File: config.mk
export PLATFORM = sky130hd
export DESIGN_NAME = twod_ppc_retx_ctrl_flat
export DESIGN_NICKNAME = d
export VERILOG_FILES = /design/src/rtl/twod_ppc_retx_ctrl_pkg.sv /design/src/rtl/twod_ppc_retx_ctrl_if.sv /design/src/rtl/twod_ppc_replay_buf.sv /design/src/rtl/twod_ppc_retx_ctrl.sv /design/src/flat_wrapper.sv
export SDC_FILE = /design/constraint.sdc
export NUM_CORES = 1
export LEC_CHECK = 0
export CORE_MARGIN = 2
export CORE_UTILIZATION = 45
export CTS_BUF_LIST = sky130_fd_sc_hd__clkbuf_8
export DETAILED_ROUTE_END_ITERATION = 10
export PLACE_DENSITY = 0.8
export SYNTH_ARGS = -nofsm -noshare
export SYNTH_HDL_FRONTEND = slang
export SYNTH_SLANG_ARGS = --single-unit
export TNS_END_PERCENT = 20
File: constraint.sdc
create_clock -name clk -period 9.8 [get_ports clk]
set_clock_uncertainty 0.2 [all_clocks]
set_input_delay 2.94 -clock clk [delete_from_list [all_inputs] [get_ports clk]]
set_output_delay 2.94 -clock clk [all_outputs]
set_load 0.02 [all_outputs]
File: src/rtl/twod_ppc_retx_ctrl_pkg.sv
// Shared types and sizing helpers for the 2D-parity retransmission slice.
package twod_ppc_pkg;

   localparam int unsigned DATA_W_DEF = 16;
   localparam int unsigned CODE_W_DEF = 25;

   typedef enum logic [1:0] {
      ST_IDLE,
      ST_SEND,
      ST_WAIT,
      ST_ERROR
   } state_t;

   // One extra bit so that full and empty have distinct pointer differences.
   function automatic int unsigned ptr_w(input int unsigned depth);
      return $clog2(depth) + 1;
   endfunction

endpackage

File: src/rtl/twod_ppc_retx_ctrl_if.sv
// Upstream flit handshake plus link launch/response signals of the retx controller.
interface twod_ppc_retx_ctrl_if
   import twod_ppc_pkg::*;
#(
   parameter int unsigned DATA_W = DATA_W_DEF,
   parameter int unsigned CODE_W = CODE_W_DEF
);
   logic              in_valid;
   logic [DATA_W-1:0] in_data;
   logic              in_ready;
   logic              link_valid;
   logic [CODE_W-1:0] link_code;
   logic              rsp_valid;
   logic              rsp_nack;

   modport master (
      input  in_valid, in_data, rsp_valid, rsp_nack,
      output in_ready, link_valid, link_code
   );

   modport slave (
      output in_valid, in_data, rsp_valid, rsp_nack,
      input  in_ready, link_valid, link_code
   );
endinterface

File: src/rtl/twod_ppc_replay_buf.sv
// Replay storage: one synchronous write port, one asynchronous read port.
module twod_ppc_replay_buf #(
   parameter int unsigned DATA_W = 16,
   parameter int unsigned DEPTH  = 4,
   localparam int unsigned AW    = $clog2(DEPTH)
) (
   input  logic              clk,
   input  logic              wr_en,
   input  logic [AW-1:0]     wr_addr,
   input  logic [DATA_W-1:0] wr_data,
   input  logic [AW-1:0]     rd_addr,
   output logic [DATA_W-1:0] rd_data
);
   logic [DATA_W-1:0] mem [DEPTH];

   always_ff @(posedge clk) begin
      if (wr_en) mem[wr_addr] <= wr_data;
   end

   assign rd_data = mem[rd_addr];
endmodule

File: src/rtl/twod_ppc_retx_ctrl.sv
// Go-back-N retransmission controller feeding an external 2D-parity encoder;
// flits stay buffered until ACKed, a NACK rewinds launch to the oldest unacked flit.
module twod_ppc_retx_ctrl
   import twod_ppc_pkg::*;
#(
   parameter int unsigned DATA_W    = DATA_W_DEF,
   parameter int unsigned CODE_W    = CODE_W_DEF,
   parameter int unsigned DEPTH     = 4,
   parameter int unsigned MAX_RETRY = 3
) (
   input  logic                 clk,
   input  logic                 reset,
   twod_ppc_retx_ctrl_if.master bus,
   output logic [DATA_W-1:0]    enc_data,
   output logic                 enc_nack,
   input  logic [CODE_W-1:0]    enc_code,
   input  logic                 enc_f,
   output logic                 err
);
   localparam int unsigned PW = ptr_w(DEPTH);
   localparam int unsigned AW = PW - 1;
   localparam int unsigned RW = $clog2(MAX_RETRY + 1);

   state_t            state, state_n;
   logic [PW-1:0]     wr_ptr, ack_ptr, snd_ptr;
   logic [PW-1:0]     wr_ptr_n, ack_ptr_n, snd_ptr_n;
   logic [PW-1:0]     occ, outstanding;
   logic [RW-1:0]     retry_cnt, retry_cnt_n;
   logic              live, accept, launch, ack, nack;
   logic              link_valid_q;
   logic [CODE_W-1:0] link_code_q;

   assign occ         = wr_ptr - ack_ptr;
   assign outstanding = snd_ptr - ack_ptr;
   assign live        = (state != ST_ERROR);

   assign bus.in_ready = !reset && live && (occ < PW'(DEPTH));
   assign accept       = bus.in_valid && bus.in_ready;
   assign enc_nack     = bus.rsp_valid && bus.rsp_nack;
   assign ack          = live && bus.rsp_valid && !bus.rsp_nack && (outstanding != '0);
   assign nack         = live && enc_nack && (outstanding != '0);
   // enc_f already covers the NACK cycle; nack is repeated so the rewind wins regardless
   assign launch       = (state == ST_SEND) && (snd_ptr != wr_ptr) && !enc_f && !nack;

   assign err            = (state == ST_ERROR);
   assign bus.link_valid = link_valid_q;
   assign bus.link_code  = link_code_q;

   twod_ppc_replay_buf #(
      .DATA_W (DATA_W),
      .DEPTH  (DEPTH)
   ) u_buf (
      .clk     (clk),
      .wr_en   (accept),
      .wr_addr (wr_ptr[AW-1:0]),
      .wr_data (bus.in_data),
      .rd_addr (snd_ptr[AW-1:0]),
      .rd_data (enc_data)
   );

   always_comb begin
      wr_ptr_n    = wr_ptr + PW'(accept);
      ack_ptr_n   = ack ? ack_ptr + PW'(1) : ack_ptr;
      snd_ptr_n   = snd_ptr;
      retry_cnt_n = retry_cnt;
      state_n     = state;
      if (nack) begin
         snd_ptr_n   = ack_ptr;
         retry_cnt_n = retry_cnt + RW'(1);
      end else if (launch) begin
         snd_ptr_n = snd_ptr + PW'(1);
      end
      if (ack) retry_cnt_n = '0;
      // State follows the next pointers, so IDLE/SEND/WAIT always agree with them.
      if (!live || (nack && (retry_cnt_n >= RW'(MAX_RETRY))))
         state_n = ST_ERROR;
      else if (snd_ptr_n != wr_ptr_n)
         state_n = ST_SEND;
      else if (wr_ptr_n != ack_ptr_n)
         state_n = ST_WAIT;
      else
         state_n = ST_IDLE;
   end

   always_ff @(posedge clk) begin
      if (reset) begin
         state        <= ST_IDLE;
         wr_ptr       <= '0;
         ack_ptr      <= '0;
         snd_ptr      <= '0;
         retry_cnt    <= '0;
         link_valid_q <= 1'b0;
         link_code_q  <= '0;
      end else begin
         state        <= state_n;
         wr_ptr       <= wr_ptr_n;
         ack_ptr      <= ack_ptr_n;
         snd_ptr      <= snd_ptr_n;
         retry_cnt    <= retry_cnt_n;
         link_valid_q <= launch;
         if (launch) link_code_q <= enc_code;
      end
   end
endmodule

File: src/flat_wrapper.sv
// flat-port wrapper written by rule: the top's interface ports become plain ports
module twod_ppc_retx_ctrl_flat import twod_ppc_pkg::*;
#(
   parameter int unsigned DATA_W    = DATA_W_DEF,
   parameter int unsigned CODE_W    = CODE_W_DEF,
   parameter int unsigned DEPTH     = 4,
   parameter int unsigned MAX_RETRY = 3
)
  (clk, reset, enc_data, enc_nack, enc_code, enc_f, err, bus_in_valid, bus_in_data, bus_rsp_valid, bus_rsp_nack, bus_in_ready, bus_link_valid, bus_link_code);
  twod_ppc_retx_ctrl_if #(.DATA_W(DATA_W), .CODE_W(CODE_W)) bus_i ();
  input  logic clk;
  input  logic reset;
  output logic [DATA_W-1:0] enc_data;
  output logic enc_nack;
  input  logic [CODE_W-1:0] enc_code;
  input  logic enc_f;
  output logic err;
  input wire logic [$bits(bus_i.in_valid)-1:0] bus_in_valid;
  input wire logic [$bits(bus_i.in_data)-1:0] bus_in_data;
  input wire logic [$bits(bus_i.rsp_valid)-1:0] bus_rsp_valid;
  input wire logic [$bits(bus_i.rsp_nack)-1:0] bus_rsp_nack;
  output wire logic [$bits(bus_i.in_ready)-1:0] bus_in_ready;
  output wire logic [$bits(bus_i.link_valid)-1:0] bus_link_valid;
  output wire logic [$bits(bus_i.link_code)-1:0] bus_link_code;
  assign bus_i.in_valid = bus_in_valid;
  assign bus_i.in_data = bus_in_data;
  assign bus_i.rsp_valid = bus_rsp_valid;
  assign bus_i.rsp_nack = bus_rsp_nack;
  assign bus_in_ready = bus_i.in_ready;
  assign bus_link_valid = bus_i.link_valid;
  assign bus_link_code = bus_i.link_code;
  twod_ppc_retx_ctrl #(.DATA_W(DATA_W), .CODE_W(CODE_W), .DEPTH(DEPTH), .MAX_RETRY(MAX_RETRY)) u_core (.clk(clk), .reset(reset), .bus(bus_i), .enc_data(enc_data), .enc_nack(enc_nack), .enc_code(enc_code), .enc_f(enc_f), .err(err));
endmodule
=== After elaboration in Yosys (flattened, before gate mapping) ===
Memory sizes are Yosys's and may differ from the RTL's. A register that Yosys moved wholly into a read port is not among the register bits.
Index checks and enable logic that the tools add are counted.

* Input bits: 47
* Memories: 1
* Word-level logic and storage cells: 53
* Register bits after elaboration: 39
* Memory bits (writable): 64

* Mux-type cells: 11
* Order comparisons: 2
* Add/sub/neg operators: 6
* Reductions and logical operators: 20
* Equal/unequal tests: 6

{| class="wikitable"
|+ Memory list
! name !! words !! bits a word !! read ports !! clocked after memory_dff !! write ports !! line !! text
|-
| u_core.u_buf.mem || 4 || 16 || 1 || 1 || 1 || twod_ppc_replay_buf.sv:14 || <nowiki>logic [DATA_W-1:0] mem [DEPTH];</nowiki>
|}

{| class="wikitable"
|+ Operator list
! operator !! count
|-
| 1-bit logical AND || 13
|-
| 2-bit two-way mux || 6
|-
| 3-bit two-way mux || 3
|-
| 3-bit != test || 3
|-
| 3-bit by 1-bit adder with 3-bit output, second input constant || 2
|-
| 3-bit subtractor || 2
|-
| 1-bit zero test || 5
|-
| 3-bit by 1-bit adder with 3-bit output || 1
|-
| 3-bit < comparator, second input constant || 1
|-
| 3-bit nonzero test || 1
|-
| 2-bit by 1-bit adder with 2-bit output, second input constant || 1
|-
| 2-bit by 1-bit equality test with 1-bit output, second input constant || 1
|-
| 2-bit equality test, second input constant || 1
|-
| 2-bit >= comparator, second input constant || 1
|-
| 1-bit two-way mux || 2
|-
| 2-bit != test, second input constant || 1
|-
| 1-bit logical OR || 1
|}

=== Logic depth before layout (Yosys ltp) ===
Gate-level depths: netlist of the first run.

* Depth in word-level cells: 10
* Depth in mapped cells: 16
* Gate-level depth less buffers: 16

=== Cells and area by module ===
Synthesis of the first run repeated with hierarchy kept, for this count alone.

* Cell total of the unflattened synthesis: 301
* Area, all modules: 4,196.5 um2

{| class="wikitable"
|+ By module, submodules not included
! module !! times used !! cells each !! area an instance (um2)
|-
| twod_ppc_replay_buf || 1 || 88 || 2,377.3
|-
| twod_ppc_retx_ctrl || 1 || 213 || 1,819.2
|}

=== Worst setup path before layout of the first run ===
No wires, ideal clock.

* Kind: input port to output port
* From: input port reset
* To: output port bus_in_ready
* Path buffers: 0
* Required time: 6.660 ns
* Setup slack: 3.175 ns
* Cell stages on the path: 1
* Data arrival time: 3.485 ns
* Cells stage by stage: nor3_1

* Longest elaborated chain between the ends: 3

{| class="wikitable"
|+ Ends and longest elaborated chain
! item !! line !! text
|-
| from (decl) || flat_wrapper.sv:12 || <nowiki>input logic reset;</nowiki>
|-
| 1-bit zero test || twod_ppc_retx_ctrl.sv:37 || <nowiki>assign bus.in_ready = !reset && live && (occ < PW'(DEPTH));</nowiki>
|-
| 1-bit logical AND (2 in a row) || twod_ppc_retx_ctrl.sv:37 ||
|-
| to (decl) || flat_wrapper.sv:22 || <nowiki>output wire logic [$bits(bus_i.in_ready)-1:0] bus_in_ready;</nowiki>
|}

Every way passes these cells.

=== Worst setup path after layout of the first run ===
Same ends and word-level chain as after synthesis.

==> metrics.log, run 1 <==
INFO  metric synth.yosys.seq_area_share = 0.6555
INFO  metric grt_util_all_layers = 0.1739
INFO  metric maxClockFrequency = approximately 0.13 GHz
INFO  metric start_util = 0.4682
INFO  metric timing.critical_path.slowest_stage_cell = sky130_fd_sc_hd__clkdlybuf4s50_1
INFO  metric critPathArrivalTime = 4550 ps
INFO  metric mappedNetlistArea = between 4000 and 5000 µm²
INFO  metric io-pin-count = 92
INFO  metric io_buffers = 91
INFO  metric cts_max_path_buffers = 2
INFO  metric drv_slew = 0
INFO  metric cellPowerDensity = 158.0 nW/µm²
INFO  metric flop_and_latch_count_out_of_synthesis = just over 100
INFO  metric grt_max_degree = between 40 and 50
INFO  metric worst-endpoint-required = roughly 6700 ps
INFO  metric clock_tree_from_tritoncts = done
INFO  metric grt_overflow_total = 0
INFO  metric postSynthAreaPerCell = 13.79 µm²
INFO  metric grt_antenna_before_repair = 0
INFO  metric path_type_of_the_worst_setup_path = primary input to output pin
INFO  metric fraction_of_final_layout_cells_sized_beyond_drive_strength_1 = 0.1114
INFO  metric finalNetCount = between 400 and 500
INFO  metric htree_levels = 3
INFO  metric yosys-mux-area-fraction = 0.09985
INFO  metric grt_pass1_wl = 13270 µm
INFO  metric routed_wire_length_per_instance = approximately 16 µm
INFO  metric critical_path_peak_fanout = 40
INFO  metric number_of_standard_cell_rows_in_the_floorplan = 34
INFO  metric drt-vias-per-instance = between 5 and 6
INFO  metric yosys_warnings = 0
INFO  metric drv.max_cap_violation_count = 0
INFO  metric worst-path-stages = 4
INFO  metric peakVddDrop = 0.1206 mV
INFO  metric critPathTopFamily = buffers and inverters
INFO  metric clock_insertion_delay_at_the_later_pin_of_the_skew_report = between 300 and 400 ps
INFO  metric most_used_dff_post_synth = sky130_fd_sc_hd__edfxtp_1
INFO  metric layout_commonest_cell = sky130_fd_sc_hd__clkdlybuf4s50_1
INFO  metric async_reset_ff_frac = 0
INFO  metric synth-edff-count = 64
INFO  metric fraction_of_the_mapped_netlist_area_in_adder_cells = 0.02124
INFO  metric cts_buffers = 9
INFO  metric run_status = completed
INFO  metric min_to = u_core.bus.link_code[11]
INFO  metric p_leak = 1.785 nW
INFO  metric timing.critical_path.cells = clkdlybuf4s50_1 -> buf_4 -> nor3_1 -> clkdlybuf4s50_1
INFO  metric cts-hold-fix-buffers = 0
INFO  metric drt_first_pass_iters = 4
INFO  metric cp_common_cell = sky130_fd_sc_hd__clkdlybuf4s50_1
INFO  metric ff2ff_path_depth = 14
INFO  metric final.fill_count = ~710
INFO  metric synthXorXnorAreaFrac = 0.04188
INFO  metric cts.clk_slew.worst_paths = 90 ps
INFO  metric crit-reg2reg-capture = u_core.state[1]
INFO  metric die_x_extent = 99.72 µm
INFO  metric critical_path.endpoint_type = output pin
INFO  metric crit_start_category = primary input
INFO  metric final_weighted_congestion_of_routability_driven_global_placement = ~0.83
INFO  metric report.final.setup_viol = 0
INFO  metric synth_top_family_by_area = simple AND/OR/NAND/NOR gates
INFO  metric total_wirelength = between 8000 and 9000 µm
INFO  metric synth_simple_gate_area_frac = 0.1008
INFO  metric flow.area_growth_from_synthesis = 29.56%
INFO  metric hold_path_startpoint = u_core.bus.link_code[11]
INFO  metric critical-path-max-stage-delay = 660 ps
INFO  metric floorplan.die_area = between 9000 and 10000 µm²
INFO  metric setup_repair_after_global_routing_missed_its_margin = no
INFO  metric path_buf_inv = 3
INFO  metric stdcell_count = 503
INFO  metric ys_types = 39
INFO  metric detailroute.via_count = around 2.6k
INFO  metric holdCritPathClass = register to register
INFO  metric first_iter_violations = 77
INFO  metric setup_tns = 0 ps
INFO  metric place_hpwl = 5502 µm
INFO  metric min_delay_path_depth = 2
INFO  metric antenna_violating_nets_post_route = 0
INFO  metric syn-num-nets = 353
INFO  metric fin_util = 0.6066
INFO  metric post-route-drc-count = 0
INFO  metric synth-compound-area-share = 0.05706
INFO  metric final-hold-violation-count = 0
INFO  metric number_of_global_route_vias_before_repair = ~2.7k
INFO  metric final.period_utilization = 0.7843
INFO  metric cts.root.buffer_cell = sky130_fd_sc_hd__clkbuf_8
INFO  metric core = about 8800 µm²
INFO  metric synthCells = ~300
INFO  metric dieHeight = between 90 and 100 µm
INFO  metric cts.sinks = between 100 and 150
INFO  metric most_frequent_cells_in_the_layout = 91 x sky130_fd_sc_hd__clkdlybuf4s50_1, 64 x sky130_fd_sc_hd__edfxtp_1, 57 x sky130_fd_sc_hd__nand2_1, 39 x sky130_fd_sc_hd__dfxtp_1, 27 x sky130_fd_sc_hd__a21oi_1
INFO  metric post-route-min-period = roughly 7700 ps
INFO  metric num_antenna_cells = 0
INFO  metric cts-resized-gates = 0
INFO  metric worst_pin_slew = 1045 ps
INFO  metric number_of_post_cts_setup_repair_buffers = 0
INFO  metric reg2reg_from = u_core.wr_ptr[1]
INFO  metric slew_headroom = 0.3027
INFO  metric worst-r2r-setup-slack = roughly 6100 ps
INFO  metric placedCellCount = ~490
[cells in the mapped netlist, types with 2 or more instances]
library cell	n	area (µm²)
sky130_fd_sc_hd__ha_1	7	87.58
sky130_fd_sc_hd__nor2b_1	4	25.02
sky130_fd_sc_hd__and3b_1	2	17.52
sky130_fd_sc_hd__nand2_1	57	214.0
sky130_fd_sc_hd__a21oi_1	27	135.1
sky130_fd_sc_hd__nor3_1	5	25.02
sky130_fd_sc_hd__and2_1	2	12.51
sky130_fd_sc_hd__a31oi_1	2	12.51
sky130_fd_sc_hd__nand2b_1	3	18.77
sky130_fd_sc_hd__mux4_2	16	360.4
sky130_fd_sc_hd__buf_4	2	15.01
sky130_fd_sc_hd__nor2_1	10	37.54
sky130_fd_sc_hd__buf_2	2	10.01
sky130_fd_sc_hd__xnor2_1	13	113.9
sky130_fd_sc_hd__clkbuf_1	10	37.54
sky130_fd_sc_hd__dfxtp_1	39	780.8
sky130_fd_sc_hd__edfxtp_1	64	1922
sky130_fd_sc_hd__xnor2_2	2	32.53
sky130_fd_sc_hd__xor2_1	3	26.28
sky130_fd_sc_hd__inv_1	7	26.28
sky130_fd_sc_hd__mux2i_1	4	40.04
[worst max path at each step]
stage	endpoint	from
after floorplan	bus_in_ready	reset
after global placement	bus_in_ready	reset
after detailed placement	bus_in_ready	reset
after CTS	bus_in_ready	reset
after global routing	bus_in_ready	reset
final	bus_in_ready	reset
[area by class of cell]
class | count | area, µm² | area share
clock inverter | 7 | 72.57 | 0.01359
tap | 108 | 135.1 | 0.02530
sequential | 103 | 2703 | 0.5060
multi-input combinational | 173 | 1333 | 0.2495
timing repair buffer | 96 | 948.4 | 0.1776
clock buffer | 9 | 123.9 | 0.02319
inverter | 7 | 26.28 | 0.004919
[state kept, by name, indices dropped and copies added (netlist names)]
signal / flops
u_core.ack_ptr: 3
u_core.snd_ptr: 3
u_core.state: 2
u_core.bus.link_code: 25
u_core.u_buf.mem: 64
u_core.wr_ptr: 3
u_core.bus.link_valid: 1
u_core.retry_cnt: 2
[cells by family after synthesis]
family | count (synthesis)
xor gates and xnor gates | 18
DFF | 103
buffers and inverters | 23
and+or+nand+nor | 91
muxes | 21
AOI/OAI and AO/OA | 36
adders and majority gates | 7
[per-layer routing]
layer  track usage  wire length, µm  vias to the layer above
li1              -                -                     1260
met1        0.2167             3591                     1255
met2        0.2911             3939                       89
met3       0.05200              536                       15
met4       0.05796              155                        0
met5             0                0                        -
[report_power, final]
part / internal, mW / leakage (nW) / switching, mW / total, mW
clock: 0.119 / 0.0976 / 0.148 / 0.267
combinational: 0.0516 / 0.792 / 0.0464 / 0.0980
sequential: 0.473 / 0.896 / 0.00622 / 0.479
total: 0.644 / 1.79 / 0.201 / 0.844
[metrics by stage]
stage                     hold WS (ps)  total power, mW  area, µm²  setup slack, ps
after floorplan                  306.5           0.5379       4123             3175
after global placement           240.5           0.5847       5145             2145
after detailed placement         247.2           0.5874       5145             2116
after CTS                        260.8           0.8508       5341             2097
after global routing             287.8           0.8759       5341             1990
final                            258.8           0.8441       5341             2114
[worst register-to-register path, stage by stage, from the launching register on]
cell                        delay [ps]
sky130_fd_sc_hd__dfxtp_1           540
sky130_fd_sc_hd__ha_1              290
sky130_fd_sc_hd__a21oi_1           150
sky130_fd_sc_hd__xnor2_1           150
sky130_fd_sc_hd__nor3_1             80
sky130_fd_sc_hd__nand2_1           180
sky130_fd_sc_hd__inv_1              90
sky130_fd_sc_hd__ha_1              190
sky130_fd_sc_hd__ha_1              200
sky130_fd_sc_hd__xnor2_1           320
sky130_fd_sc_hd__xnor2_1           160
sky130_fd_sc_hd__or3_1             350
sky130_fd_sc_hd__a2111oi_0         410
sky130_fd_sc_hd__or4_1             170
sky130_fd_sc_hd__a31oi_1            70
Note: power is estimated with default switching activity, not from simulation.
==> run 2: changes to the inputs <==
--- a/config.mk
+++ b/config.mk
@@ -9,7 +9,7 @@
 export CORE_UTILIZATION = 45
 export CTS_BUF_LIST = sky130_fd_sc_hd__clkbuf_8
 export DETAILED_ROUTE_END_ITERATION = 10
-export PLACE_DENSITY = 0.8
+export PLACE_DENSITY = 0.82
 export SYNTH_ARGS = -nofsm -noshare
 export SYNTH_HDL_FRONTEND = slang
 export SYNTH_SLANG_ARGS = --single-unit
==> constraint.sdc (replaced) <==
create_clock -name clk -period 6.8 [get_ports clk]
set_clock_uncertainty 0.2 [all_clocks]
set_input_delay 2.04 -clock clk [delete_from_list [all_inputs] [get_ports clk]]
set_output_delay 2.04 -clock clk [all_outputs]
set_load 0.02 [all_outputs]
==> metrics.log, run 2 (synthesis results as in run 1) <==
INFO  metric cellPowerDensity = 221.6 nW/µm² (+40%)
INFO  metric number_of_standard_cell_rows_in_the_floorplan = 34 (unchanged)
INFO  metric grt_pass1_wl = 12360 µm (-6.9%)
INFO  metric num_antenna_cells = 0 (unchanged)
INFO  metric number_of_global_route_vias_before_repair = 2557 (-4.1%)
INFO  metric grt_util_all_layers = 0.1590 (-0.01484)
INFO  metric peakVddDrop = 0.1291 mV (+7.0%)
INFO  metric worst-endpoint-required = 4560 ps (-2100 ps)
INFO  metric critical-path-max-stage-delay = 670 ps (about the same)
INFO  metric htree_levels = 3 (unchanged)
INFO  metric worst_pin_slew = 981.1 ps (-63.43 ps)
INFO  metric final.hold.worst_slack = 259.4 ps (+0.5730 ps)
INFO  metric grt_overflow_total = 0 (unchanged)
INFO  metric drv_slew = 0 (unchanged)
INFO  metric final.period_utilization = 0.8361
INFO  metric cts.clk_slew.worst_paths = 90 ps (about the same)
INFO  metric place_hpwl = 5287 µm (-3.9%)
INFO  metric cts-hold-fix-buffers = 0 (unchanged)
INFO  metric drt_first_pass_iters = 4 (unchanged)
INFO  metric maxClockFrequency = approximately 0.18 GHz
INFO  metric cp_common_cell = sky130_fd_sc_hd__clkdlybuf4s50_1
INFO  metric run_status = completed
INFO  metric detailroute.via_count = 2600 (-0.73%)
INFO  metric largest_reg_flops = 64 (unchanged)
INFO  metric core = 8806 µm² (unchanged)
INFO  metric final_weighted_congestion_of_routability_driven_global_placement = 0.8133 (-1.6%)
INFO  metric design_area = 5325 µm² (-0.30%)
INFO  metric crit_start_category = primary input
INFO  metric critPathTopFamily = buffers and inverters
INFO  metric largest_register = u_core.u_buf.mem
INFO  metric path_buf_inv = 2 (-1)
INFO  metric critical_path_peak_fanout = 2 (-95%)
INFO  metric clock_insertion_delay_at_the_later_pin_of_the_skew_report = 350 ps (about the same)
INFO  metric io-pin-count = 92 (unchanged)
INFO  metric report.final.setup_viol = 0 (unchanged)
INFO  metric setup_tns = 0 ps (unchanged)
INFO  metric most_frequent_cells_in_the_layout = 91 x sky130_fd_sc_hd__clkdlybuf4s50_1, 64 x sky130_fd_sc_hd__edfxtp_1, 57 x sky130_fd_sc_hd__nand2_1, 39 x sky130_fd_sc_hd__dfxtp_1, 27 x sky130_fd_sc_hd__a21oi_1
INFO  metric drv.max_cap_violation_count = 0 (unchanged)
INFO  metric path_type_of_the_worst_setup_path = primary input to output pin
INFO  metric first_iter_violations = 95 (+23%)
INFO  metric grt_antenna_before_repair = 0 (unchanged)
INFO  metric setup_repair_after_global_routing_missed_its_margin = no
INFO  metric number_of_post_cts_setup_repair_buffers = 0 (unchanged)
INFO  metric die_x_extent = 99.72 µm (unchanged)
INFO  metric p_leak = 1.777 nW (-0.45%)
INFO  metric total_wirelength = 7746 µm (-5.8%)
INFO  metric post-route-drc-count = 0 (unchanged)
INFO  metric io_buffers = 91 (unchanged)
INFO  metric cts_max_path_buffers = 2 (unchanged)
INFO  metric floorplan.die_area = 9943 µm² (unchanged)
INFO  metric critPathArrivalTime = 3450 ps (-1100 ps)
INFO  metric timing.critical_path.slowest_stage_cell = sky130_fd_sc_hd__clkdlybuf4s50_1
INFO  metric layout_commonest_cell = sky130_fd_sc_hd__clkdlybuf4s50_1
INFO  metric clock_tree_from_tritoncts = done
INFO  metric critical_path.endpoint_type = output pin
INFO  metric flow.area_growth_from_synthesis = 29.17%
INFO  metric cts.sinks = 103 (unchanged)
INFO  metric finalNetCount = 444 (unchanged)
INFO  metric holdCritPathClass = register to register
INFO  metric antenna_violating_nets_post_route = 0 (unchanged)
INFO  metric final-hold-violation-count = 0 (unchanged)
INFO  metric cts-resized-gates = 0 (unchanged)
INFO  metric start_util = 0.4682 (unchanged)
INFO  metric fraction_of_final_layout_cells_sized_beyond_drive_strength_1 = 0.1114 (unchanged)
INFO  metric slew_headroom = 0.3451 (+0.04235)
INFO  metric dieHeight = 99.72 µm (unchanged)
INFO  metric grt_max_degree = 40 (-2.4%)
INFO  metric drt-vias-per-instance = 5.169 (-0.73%)
INFO  metric routed_wire_length_per_instance = 15.40 µm (-5.8%)
INFO  metric placedInstanceArea = 5145 µm² (unchanged)
INFO  metric cts_buffers = 9 (unchanged)
INFO  metric cts.root.buffer_cell = sky130_fd_sc_hd__clkbuf_8
INFO  metric timing.critical_path.cells = clkdlybuf4s50_1 -> nor3_1 -> clkdlybuf4s50_1
INFO  metric post-route-min-period = between 5000 and 6000 ps
## run 2: cell types whose count changed in the layout (fill, tap and decap cells not counted)
cell	change
sky130_fd_sc_hd__bufinv_16	-1
sky130_fd_sc_hd__clkinvlp_2	-1
sky130_fd_sc_hd__clkinvlp_4	+1
sky130_fd_sc_hd__inv_8	+1
## run 2: stage by stage
stage,setup WS [ps],util,total power [mW],std cells
2_1_floorplan,1975,-,0.7752,299
3_3_place_gp,1214,0.5843,0.8430,487
5_1_grt,1058,0.6047,1.225,503
6_report,1114,0.6047,1.180,503
4_1_cts,1105,0.6047,1.193,503
3_5_place_dp,1127,0.5843,0.8463,487
## run 2: metal layers
layer	track usage	vias up	wire length [µm]
li1	-	1258	-
met1	0.2039	1259	3412
met2	0.2604	75	3771
met3	0.05200	8	490
met4	0.04531	0	71
met5	0	-	0
## run 2: worst paths after layout
kind / startpoint / to / slack, ps / cells past startpoint
max: reset / bus_in_ready / 1110 / 3
min: u_core.bus.link_code[11] / u_core.bus.link_code[11] / 260 / 2
max reg2reg: u_core.ack_ptr[1] / u_core.state[1] / 2990 / 15
min reg2reg: u_core.bus.link_code[11] / u_core.bus.link_code[11] / 260 / 2
## run 2: tightest hold or removal path: cells and delay by family, from the launching register on
| kind | cells | cell delay, ps |
|---|---|---|
| compound gates | 1 | 50 |
| flops | 1 | 320 |
| simple gates | 1 | 50 |
## run 2: area by class of cell
cell class                      instances  area (µm²)
Sequential cell                       103        2703
Multi-Input combinational cell        173        1333
Clock inverter                          7       56.30
Inverter                                7       26.28
Clock buffer                            9       123.9
Fill cell                             690        3481
Timing Repair Buffer                   96       948.4
Tap cell                              108       135.1
## run 2: report_power, final
part | total, mW | internal [mW] | switching [mW]
Clock | 0.349 | 0.138 | 0.211
Sequential | 0.690 | 0.682 | 0.00851
Combinational | 0.141 | 0.0744 | 0.0664
==> run 3: changes to the inputs <==
--- a/config.mk
+++ b/config.mk
@@ -9,7 +9,7 @@
 export CORE_UTILIZATION = 45
 export CTS_BUF_LIST = sky130_fd_sc_hd__clkbuf_8
 export DETAILED_ROUTE_END_ITERATION = 10
-export PLACE_DENSITY = 0.82
+export PLACE_DENSITY = 0.8
 export SYNTH_ARGS = -nofsm -noshare
 export SYNTH_HDL_FRONTEND = slang
 export SYNTH_SLANG_ARGS = --single-unit
==> constraint.sdc (replaced) <==
create_clock -name clk -period 5.5 [get_ports clk]
set_clock_uncertainty 0.2 [all_clocks]
set_input_delay 1.65 -clock clk [delete_from_list [all_inputs] [get_ports clk]]
set_output_delay 1.65 -clock clk [all_outputs]
set_load 0.02 [all_outputs]
==> metrics.log, run 3 (synthesis results as in run 1) <==
INFO  metric run_status = completed
INFO  metric cts_max_path_buffers = 2 (unchanged)
INFO  metric cts.sinks = 103 (unchanged)
INFO  metric grt_pass1_wl = 13100 µm (+6.0%)
INFO  metric number_of_post_cts_setup_repair_buffers = 0 (unchanged)
INFO  metric cellPowerDensity = 285.5 nW/µm² (+29%)
INFO  metric core = 8806 µm² (unchanged)
INFO  metric detailroute.via_count = 2618 (+0.69%)
INFO  metric total_wirelength = 8223 µm (+6.2%)
INFO  metric dieHeight = 99.72 µm (unchanged)
INFO  metric multi_input_comb_area = 1333 µm² (unchanged)
INFO  metric grt_util_all_layers = 0.1711 (+0.01207)
INFO  metric setup_tns = 0 ps (unchanged)
INFO  metric drv_slew = 0 (unchanged)
INFO  metric cts.root.buffer_cell = sky130_fd_sc_hd__clkbuf_8
INFO  metric largest_register = u_core.u_buf.mem
INFO  metric placedInstanceArea = 5145 µm² (unchanged)
INFO  metric number_of_standard_cell_rows_in_the_floorplan = 34 (unchanged)
INFO  metric final-hold-violation-count = 0 (unchanged)
INFO  metric seqCellArea = 2703 µm² (unchanged)
INFO  metric design_area = 5364 µm² (+0.73%)
INFO  metric antenna_violating_nets_post_route = 0 (unchanged)
INFO  metric final.fill_count = 662 (-4.1%)
INFO  metric io-pin-count = 92 (unchanged)
INFO  metric routed_wire_length_per_instance = 16.35 µm (+6.2%)
INFO  metric post-route-drc-count = 0 (unchanged)
INFO  metric final_weighted_congestion_of_routability_driven_global_placement = 0.8258 (+1.5%)
INFO  metric cts-hold-fix-buffers = 0 (unchanged)
INFO  metric most_frequent_cells_in_the_layout = 91 x sky130_fd_sc_hd__clkdlybuf4s50_1, 64 x sky130_fd_sc_hd__edfxtp_1, 57 x sky130_fd_sc_hd__nand2_1, 39 x sky130_fd_sc_hd__dfxtp_1, 27 x sky130_fd_sc_hd__a21oi_1
INFO  metric report.final.setup_viol = 0 (unchanged)
INFO  metric post-route-min-period = between 4000 and 5000 ps
INFO  metric peakVddDrop = 0.1865 mV (+45%)
INFO  metric path_type_of_the_worst_setup_path = primary input to output pin
INFO  metric slew_headroom = 0.3020 (-0.04307)
INFO  metric worst-endpoint-required = 3650 ps (-910 ps)
INFO  metric clock_insertion_delay_at_the_later_pin_of_the_skew_report = 360 ps (about the same)
INFO  metric p_leak = 1.798 nW (+1.2%)
INFO  metric clock_tree_from_tritoncts = done
INFO  metric maxClockFrequency = 0.2013 GHz
INFO  metric grt_antenna_before_repair = 0 (unchanged)
INFO  metric worst_pin_slew = 1046 ps (+64.51 ps)
INFO  metric drt-vias-per-instance = 5.205 (+0.69%)
INFO  metric holdCritPathClass = register to register
INFO  metric critical_path_peak_fanout = 2 (unchanged)
INFO  metric cts.clk_slew.worst_paths = 100 ps (about the same)
INFO  metric largest_reg_flops = 64 (unchanged)
INFO  metric htree_levels = 3 (unchanged)
INFO  metric grt_max_degree = 40 (unchanged)
INFO  metric die_x_extent = 99.72 µm (unchanged)
INFO  metric number_of_global_route_vias_before_repair = 2668 (+4.3%)
INFO  metric critical_path.endpoint_type = output pin
INFO  metric num_antenna_cells = 0 (unchanged)
INFO  metric crit_start_category = primary input
INFO  metric floorplan.die_area = 9943 µm² (unchanged)
INFO  metric final.period_utilization = 0.9030
INFO  metric io_buffers = 91 (unchanged)
INFO  metric cts-resized-gates = 0 (unchanged)
INFO  metric first_iter_violations = 96 (+1.1%)
INFO  metric drv.max_cap_violation_count = 0 (unchanged)
INFO  metric flow.area_growth_from_synthesis = 30.11%
INFO  metric critPathArrivalTime = 3120 ps (-330 ps)
INFO  metric finalNetCount = 444 (unchanged)
INFO  metric fraction_of_final_layout_cells_sized_beyond_drive_strength_1 = 0.1139 (+0.002532)
INFO  metric cts_buffers = 9 (unchanged)
INFO  metric drt_first_pass_iters = 4 (unchanged)
INFO  metric grt_overflow_total = 0 (unchanged)
INFO  metric place_hpwl = 5519 µm (+4.4%)
INFO  metric start_util = 0.4682 (unchanged)
INFO  metric setup_repair_after_global_routing_missed_its_margin = no
INFO  metric layout_commonest_cell = sky130_fd_sc_hd__clkdlybuf4s50_1
[run 3: changes by cell type in the layout (fill, tap and decap cells not counted), sizes merged]
cell      before  now
clkinvlp       2    0
bufinv         0    1
clkinv         1    2
[run 3: critical path, stage by stage]
cell	delay (ps)
sky130_fd_sc_hd__clkdlybuf4s50_1	430
sky130_fd_sc_hd__nor3_1	350
sky130_fd_sc_hd__clkdlybuf4s50_1	690
[run 3: worst paths after layout]
path	startpoint	endpoint	slack, ps	cells after the start
worst min register to register	u_core.bus.link_code[23]	u_core.bus.link_code[23]	260	2
worst max-delay path	reset	bus_in_ready	530	3
worst min-delay path	u_core.bus.link_code[23]	u_core.bus.link_code[23]	260	2
worst max register to register	u_core.ack_ptr[1]	u_core.state[1]	1910	15
[run 3: per-stage QoR]
stage	std cells	setup slack, ps	power [mW]	util	hold WS (ps)
global route	503	445.1	1.589	0.6091	284.7
finish	503	533.5	1.531	0.6091	259.6
detailed placement	487	547.9	1.047	0.5843	248.5
global placement	487	564.4	1.042	0.5843	240.8
CTS	503	528.9	1.548	0.6091	262.4
floorplan	299	1212	0.9585	-	306.5
[run 3: power breakdown]
group	internal (mW)	leakage (nW)	switching (mW)
clock	0.225	0.111	0.278
combinational	0.0919	0.792	0.0832
sequential	0.843	0.896	0.0107
total	1.16	1.80	0.372
[run 3: routing by layer]
metal,wire length (µm),global-route usage
met3,536,0.06535
met5,0,0
met1,3545,0.2074
met4,92,0.03899
met2,4049,0.2916
[run 3: layout make-up]
cell class                      count  area share
Sequential cell                   103      0.5038
Multi-Input combinational cell    173      0.2484
Timing Repair Buffer               96      0.1768
Tap cell                          108     0.02519
Clock buffer                        9     0.02309
Clock inverter                      7     0.01773
Inverter                            7    0.004899
